--- src/rtl/ldpc_cnp_defs_pkg.sv ---
// Shared check-node definitions: control FSM state encodings, pass timeout default
// and the decoded control-word layout used by the min/second-min control path.
package ldpc_cnp_defs_pkg;

   localparam int unsigned STATE_W = 3;

   localparam logic [2:0] S_IDLE   = 3'd0;
   localparam logic [2:0] S_INIT   = 3'd1;
   localparam logic [2:0] S_FIRST  = 3'd2;
   localparam logic [2:0] S_INIT2  = 3'd3;
   localparam logic [2:0] S_SECOND = 3'd4;
   localparam logic [2:0] S_DONE   = 3'd5;

   localparam int unsigned PASS_TIMEOUT_DEFAULT = 5;
   localparam int unsigned PASS_CNT_W           = 3;

   typedef struct packed {
      logic initialize_min;
      logic initialize_second_min;
      logic reset_count;
      logic calculating_second_min;
      logic load_first_min;
      logic load_second_min;
      logic busy;
      logic done;
      logic error;
   } cnp_ctrl_t;

   function automatic logic is_pass_state(input logic [2:0] s);
      return (s == S_FIRST) || (s == S_SECOND);
   endfunction

endpackage

--- src/rtl/pass_cycle_counter.sv ---
// Cycle counter for one comparison pass: synchronous clear, count enable, and a
// terminal flag raised when the counter has saturated at all-ones.
module pass_cycle_counter #(
   parameter int unsigned WIDTH = 3
) (
   input  logic             clk,
   input  logic             reset,
   input  logic             clear,
   input  logic             enable,
   output logic [WIDTH-1:0] count,
   output logic             terminal
);

   logic [WIDTH-1:0] count_q, count_d;

   always_comb begin
      count_d = count_q;
      if (clear) begin
         count_d = '0;
      end else if (enable && !terminal) begin
         count_d = count_q + 1'b1;
      end
   end

   always_ff @(posedge clk or posedge reset) begin
      if (reset) begin
         count_q <= '0;
      end else begin
         count_q <= count_d;
      end
   end

   assign count    = count_q;
   assign terminal = &count_q;

endmodule

--- src/rtl/minimum_second_minimum_calculator_control_path.sv ---
// Control FSM for the min/second-min datapath: an initialise cycle, a first pass that
// finds the minimum and its position, a second pass for the runner-up, then a done pulse.
module minimum_second_minimum_calculator_control_path
   import ldpc_cnp_defs_pkg::*;
#(
   parameter int unsigned PASS_TIMEOUT = PASS_TIMEOUT_DEFAULT
) (
   input  logic clk,
   input  logic reset,
   input  logic start,
   input  logic done_iterations,
   output logic initialize_min,
   output logic initialize_second_min,
   output logic reset_count,
   output logic calculating_second_min,
   output logic load_first_min,
   output logic load_second_min,
   output logic busy,
   output logic done,
   output logic error
);

   // Count value seen in the last cycle a pass may occupy (count is 0 in its first cycle).
   localparam logic [PASS_CNT_W-1:0] PASS_LAST = PASS_CNT_W'(PASS_TIMEOUT - 1);

   logic [STATE_W-1:0]    state_q, state_d;
   logic                  timed_out_q, timed_out_d;
   logic                  in_pass;
   logic                  pass_expired;
   logic [PASS_CNT_W-1:0] pass_count;
   logic                  pass_saturated;
   cnp_ctrl_t             ctrl;

   assign in_pass = is_pass_state(state_q);

   pass_cycle_counter #(
      .WIDTH (PASS_CNT_W)
   ) u_pass_cycle_counter (
      .clk      (clk),
      .reset    (reset),
      .clear    (!in_pass),
      .enable   (in_pass),
      .count    (pass_count),
      .terminal (pass_saturated)
   );

   // Saturation also ends the pass so a timeout beyond the counter range cannot hang.
   assign pass_expired = in_pass && ((pass_count == PASS_LAST) || pass_saturated);

   always_comb begin
      state_d     = state_q;
      timed_out_d = timed_out_q;
      case (state_q)
         S_IDLE: begin
            timed_out_d = 1'b0;
            if (start) state_d = S_INIT;
         end
         S_INIT:  state_d = S_FIRST;
         S_FIRST: begin
            if (done_iterations) begin
               state_d = S_INIT2;
            end else if (pass_expired) begin
               state_d     = S_DONE;
               timed_out_d = 1'b1;
            end
         end
         S_INIT2: state_d = S_SECOND;
         S_SECOND: begin
            if (done_iterations) begin
               state_d = S_DONE;
            end else if (pass_expired) begin
               state_d     = S_DONE;
               timed_out_d = 1'b1;
            end
         end
         S_DONE: begin
            state_d     = S_IDLE;
            timed_out_d = 1'b0;
         end
         default: begin
            state_d     = S_IDLE;
            timed_out_d = 1'b0;
         end
      endcase
   end

   always_ff @(posedge clk or posedge reset) begin
      if (reset) begin
         state_q     <= S_IDLE;
         timed_out_q <= 1'b0;
      end else begin
         state_q     <= state_d;
         timed_out_q <= timed_out_d;
      end
   end

   // Loads drop once the datapath reports completion or the pass has run out of time.
   always_comb begin
      ctrl                        = '0;
      ctrl.initialize_min         = (state_q == S_INIT);
      ctrl.initialize_second_min  = (state_q == S_INIT);
      ctrl.reset_count            = (state_q == S_INIT) || (state_q == S_INIT2);
      ctrl.calculating_second_min = (state_q == S_INIT2) || (state_q == S_SECOND);
      ctrl.load_first_min         = (state_q == S_FIRST) && !done_iterations && !pass_expired;
      ctrl.load_second_min        = (state_q == S_SECOND) && !done_iterations && !pass_expired;
      ctrl.busy                   = (state_q != S_IDLE);
      ctrl.done                   = (state_q == S_DONE);
      ctrl.error                  = (state_q == S_DONE) && timed_out_q;
   end

   assign initialize_min         = ctrl.initialize_min;
   assign initialize_second_min  = ctrl.initialize_second_min;
   assign reset_count            = ctrl.reset_count;
   assign calculating_second_min = ctrl.calculating_second_min;
   assign load_first_min         = ctrl.load_first_min;
   assign load_second_min        = ctrl.load_second_min;
   assign busy                   = ctrl.busy;
   assign done                   = ctrl.done;
   assign error                  = ctrl.error;

endmodule
--- config.mk ---
export PLATFORM = sky130hd
export DESIGN_NAME = minimum_second_minimum_calculator_control_path
export DESIGN_NICKNAME = d
export VERILOG_FILES = /design/src/rtl/ldpc_cnp_defs_pkg.sv /design/src/rtl/pass_cycle_counter.sv /design/src/rtl/minimum_second_minimum_calculator_control_path.sv
export SDC_FILE = /design/constraint.sdc
export NUM_CORES = 1
export LEC_CHECK = 0
export ABC_AREA = 1
export CELL_PAD_IN_SITES_DETAIL_PLACEMENT = 0
export CELL_PAD_IN_SITES_GLOBAL_PLACEMENT = 1
export CORE_MARGIN = 3
export CORE_UTILIZATION = 32
export DETAILED_ROUTE_END_ITERATION = 10
export GPL_ROUTABILITY_DRIVEN = 1
export PLACE_DENSITY_LB_ADDON = 0.1
export SKIP_LAST_GASP = 1
export SYNTH_ARGS = -nofsm -noshare
export SYNTH_HDL_FRONTEND = slang
export SYNTH_SLANG_ARGS = --single-unit
--- constraint.sdc ---
create_clock -name clk -period 1.8 [get_ports clk]
set_clock_uncertainty 0.15 [all_clocks]
set_input_delay 0.36 -clock clk [delete_from_list [all_inputs] [get_ports clk]]
set_output_delay 0.36 -clock clk [all_outputs]
set_load 0.02 [all_outputs]
# Yosys cells after proc, flatten, opt, wreduce, memory -nomap -nowiden
# Index checks and enable logic that the tools add are counted.
# totals
register_bits	7
wordCells	45
# op_classes
muxes	10
reduce_logical	20
eq_ne	10
n_addsub	1
n_bitwise	1
# ops
op	count
2-to-1 mux 3 bit	6
case mux 3 bit (5 select lines)	1
equality test 3 bit, second input constant	3
logical AND 1 bit	7
equality test 3 x 2 -> 1 bit, second input constant	2
AND reduction 3 bit	2
logical OR 1 bit	4
!= test 2 x 1 -> 1 bit, second input constant	2
!= test 2 bit, second input constant	2
OR reduction 2 bit	2
adder 3 x 1 -> 3 bit, second input constant	1
equality test 3 x 1 -> 1 bit, second input constant	1
logical NOT 1 bit	3
logical NOT 3 bit	1
nonzero test 3 bit	1
2-to-1 mux 1 bit	2
case mux 1 bit (2 select lines)	1
NOT 1 bit	1

# Depth between registers and ports, before layout
# depth
depth_word	6
ltp_mapped	7
mapped_depth_nobuf	7

# Modules after synthesis
# From an unflattened synthesis, not the netlist that was laid out.
# hier_totals
cells_unflattened	67
area_unflattened_um2	470.5
# modules_own_cells
module	seq_area_each_um2	area_per_inst_um2	cells_per_inst	instances
minimum_second_minimum_calculator_control_path	100.1	291.5	46	1
pass_cycle_counter	75.1	178.9	21	1

# Worst setup path after synthesis
# No wires, ideal clock.
# synth_timing
path_type	flip-flop to output port
startpoint	register u_pass_cycle_counter.count_q[0], in the netlist u_pass_cycle_counter.count[0]
endpoint	output port load_second_min
path_slack_ps	-212
path_stages_with_launch	6
path_buffers	0
arrival_ps	1502
cell_sequence	dfrtp_1 -> ha_1 -> ha_1 -> inv_1 -> nand2_1 -> nor3_1
# synth_between
elab_chain_cells	5
word_cells_on_any_way	6
classes_between	1 x eq/ne; 5 x reduce/logical
# synth_lines
item	line_no	rtl
from (decl)	pass_cycle_counter.sv:14	logic [WIDTH-1:0] count_q, count_d;
from (signal assigned)	pass_cycle_counter.sv:29	count_q <= count_d;
equality test 3 bit or AND reduction 3 bit (tied branches)	minimum_second_minimum_calculator_control_path.sv:48, pass_cycle_counter.sv:34	
logical OR 1 bit (*)	minimum_second_minimum_calculator_control_path.sv:48	assign pass_expired = in_pass && ((pass_count == PASS_LAST) || pass_saturated);
logical AND 1 bit (*)	minimum_second_minimum_calculator_control_path.sv:48	
logical NOT 1 bit (*)	minimum_second_minimum_calculator_control_path.sv:105	ctrl.load_second_min = (state_q == S_SECOND) && !done_iterations && !pass_expired;
logical AND 1 bit (*)	minimum_second_minimum_calculator_control_path.sv:105	
to (decl)	minimum_second_minimum_calculator_control_path.sv:17	output logic load_second_min,
# Mark *: on every way between the ends. The rest lies on a longest branch, timed or not.

# Final worst setup path
# Same ends and word-level chain as after synthesis.

==> flow_summary.toml <==
[run_status]
status = "complete, but fails checks"
violations = "setup timing"

[place]
routabilityCongestion = 0.8156
dpl_cell_area_um2 = 747.0
io_buffers = 12
post-dp-hpwl_um = 907.8

[sta]
grt_setup_unrepaired = "true"
hold_ws_ns = 0.1902
finalSetupViolCount = 2
hold_viol_final = 0
setup-tns-final_ns = -0.1351
slew_headroom = 0.8116
max_slew.worst_pin.slew_ns = 0.2824
layout_setup_ws_ns = -0.08093
fin_crit_ns = 1.881
report.final.slew_viol_count = 0
fmax_mhz = 531.7
fin_crit_sh = 1.045

[power_and_ir_drop]
peakVddDrop_v = 0.0008552
powerDensity_nw_per_um2 = 1468
leakage_nw = 0.4477

[synth]
synth-simple-area-share = 0.3403
syn_nets = 70
avgSynthCellArea_um2 = 7.646
netlist_instances = 63
synth_compound_area_frac = 0.09351
yosys.area.top_type = "dfrtp_1"
synth.ff_latch_count = 7
synth_top_area_frac = 0.3636
synth_top_family_by_area = "simple AND/OR/NAND/NOR gates"
synth_adder_area_share = 0.07792
syn-cell-area_um2 = 481.7
yosysSeqAreaShare = 0.3636
muxShareOfSynthArea = 0
synth_cell_type_count = 20
ys_warn_count = 0
synth_area_leaders = "dfrtp_1 36%, nand2_1 9.4%, inv_1 8.6%, ha_1 7.8%, nand2_4 4.7%"
synthXorXnorAreaFrac = 0

[global_routing]
antenna_found_initial = 0
grt_usage = 0.1360
met3_usage = 0.03586
grt.overflow.total = 0
grt_max_degree = 8
grt_pass1_wl_um = 1925
use_met2 = 0.2063
grt-busiest-layer = "met2"
use_met1 = 0.1843
grt_pass1_vias = 449

[worst_setup_path]
crit_path_max_fanout = 3
required_ns = 1.29
worstPathArrival_ns = 1.37
path_class = "flip-flop to primary output"
critPathCaptureType = "primary output"
cp_slowest_stage_delay_ns = 0.39
critPathSlowestCell = "dfrtp_1"
start_kind = "flip-flop"
path_cells = "ha_2, ha_4, inv_4, nand2_4, nor3_4, buf_6"

[clock_tree]
clk_pin_slew_worst_paths_ns = 0.06
clk_latency_ns = 0.25
clock-root-buffer = "clkbuf_4"
cts_buffer_depth = 2
cts_num_sinks = 7
cts_inserted_buffers = 3
htreeDepth = 1
cts_tree = "yes"

[layout]
num_antenna_cells = 0
design_area_um2 = 828.3
drive_gt1_frac = 0.5510
final_net_count = 106
areaGrowthSynthToFinish_pct = 71.95

[worst_hold_path]
min_path_type = "input pin to asynchronous set/reset pin"

[floorplan]
coreArea_um2 = 1350
io_pins = 13
die_h_um = 44.80
start_util = 0.3568
die-width_um = 44.80
core.rowCount = 13
dieArea_um2 = 2007

[detailed_routing]
drt_iter0_markers = 15
wl_um = 1201
ant_nets = 0
drt_pass1_iterations = 4
wl_per_cell_um = 10.63
via_per_inst = 4.637
drt_drc_violations_left = 0
vias = 524

[run]
max-cap-violations = 0
timing repair:
action	4_1_cts	5_1_grt
buffers inserted	4	0
setup endpoints to repair	9	9
hold buffers	0	0
resized for setup	39	13
pin swaps	4	3
critical path, delay by kind of cell, from the launching register on:
kind                     cells  cell delay [ns]
adder cells (fa/ha/maj)      2             0.36
buffers and inverters        2             0.19
flip-flops                   1             0.39
AND/OR/NAND/NOR              2             0.17
area by class of cell:
class	count	area (um^2)
Inverter	14	55.05
Timing Repair Buffer	32	246.5
Clock buffer	4	26.28
Tap cell	15	18.77
Fill cell	118	521.8
Sequential cell	7	177.7
Multi-Input combinational cell	41	304.0
worst paths after layout:
path,cells past startpoint,endpoint,slack (ns),startpoint
setup reg to reg,6,state_q[2],0.29,state_q[1]
max in group asynchronous,2,state_q[0],1.07,reset
setup / recovery,6,load_second_min,-0.08,u_pass_cycle_counter.count[0]
min in group clk,2,timed_out_q,0.33,timed_out_q
hold reg to reg,2,timed_out_q,0.33,timed_out_q
hold / removal,2,u_pass_cycle_counter.count[0],0.19,reset
through the flow:
step | setup WS (ns) | utilization | total power [W] | std cells
after detailed placement | -0.4617 | 0.5533 | 0.001041 | 105
after global placement | -0.4586 | 0.5533 | 0.001038 | 105
final | -0.08093 | 0.6135 | 0.001216 | 113
after CTS | -0.1439 | 0.6108 | 0.001195 | 113
after floorplan | -0.02548 | - | 0.0006919 | 63
after global routing | -0.1330 | 0.6135 | 0.001315 | 113
power by group:
group / internal, W / switching, W / total (W) / leakage (nW)
combinational: 0.000358 / 0.000465 / 0.000823 / 0.342
sequential: 0.000210 / 0.0000389 / 0.000249 / 0.0907
clock: 0.0000847 / 0.0000594 / 0.000144 / 0.0150
cells in the mapped netlist:
master    count
nand2_1      12
inv_1        11
dfrtp_1       7
nor2_1        6
nand3_1       4
ha_1          3
inv_2         3
nand2_4       2
nor3_2        2
o21ai_0       2
o21ai_1       2
a21oi_2       1
and2_1        1
buf_4         1
nand3_2       1
nand4_1       1
nor2_2        1
nor3_1        1
o21ai_2       1
o21bai_1      1
state kept, by name (all words and copies together) (netlist names):
name                        flops
state_q                         3
timed_out_q                     1
u_pass_cycle_counter.count      3
cell families after synthesis:
| family | Yosys count |
|---|---|
| buffers and inverters | 15 |
| adders and majority gates | 3 |
| AOI/OAI and AO/OA | 7 |
| DFF | 7 |
| and+or+nand+nor | 31 |
per-layer routing:
layer | wire length, um | up-vias
met2 | 518 | 18
li1 | - | 267
met1 | 598 | 237
met5 | 0 | -
met4 | 12 | 0
met3 | 72 | 2
cell usage in the layout (no fill, tap or decap):
cell / n
buf_6: 2
nand3_2: 1
nand2_2: 1
o21ai_2: 1
clkdlybuf4s50_1: 3
buf_4: 21
a21oi_2: 1
nand3_1: 4
inv_1: 9
inv_2: 4
nor3_4: 2
clkbuf_1: 1
clkbuf_4: 3
clkdlybuf4s15_2: 1
ha_2: 2
ha_4: 1
nand2_1: 10
dfrtp_1: 5
buf_2: 2
nor2_1: 5
nand2_4: 3
dfrtp_2: 2
o21ai_1: 2
inv_4: 1
nor2_4: 2
o21bai_1: 1
nand4_1: 1
and2_1: 1
o21ai_0: 2
nor3_2: 1
clkbuf_2: 3
No activity file was read; power rests on OpenSTA's default activity.
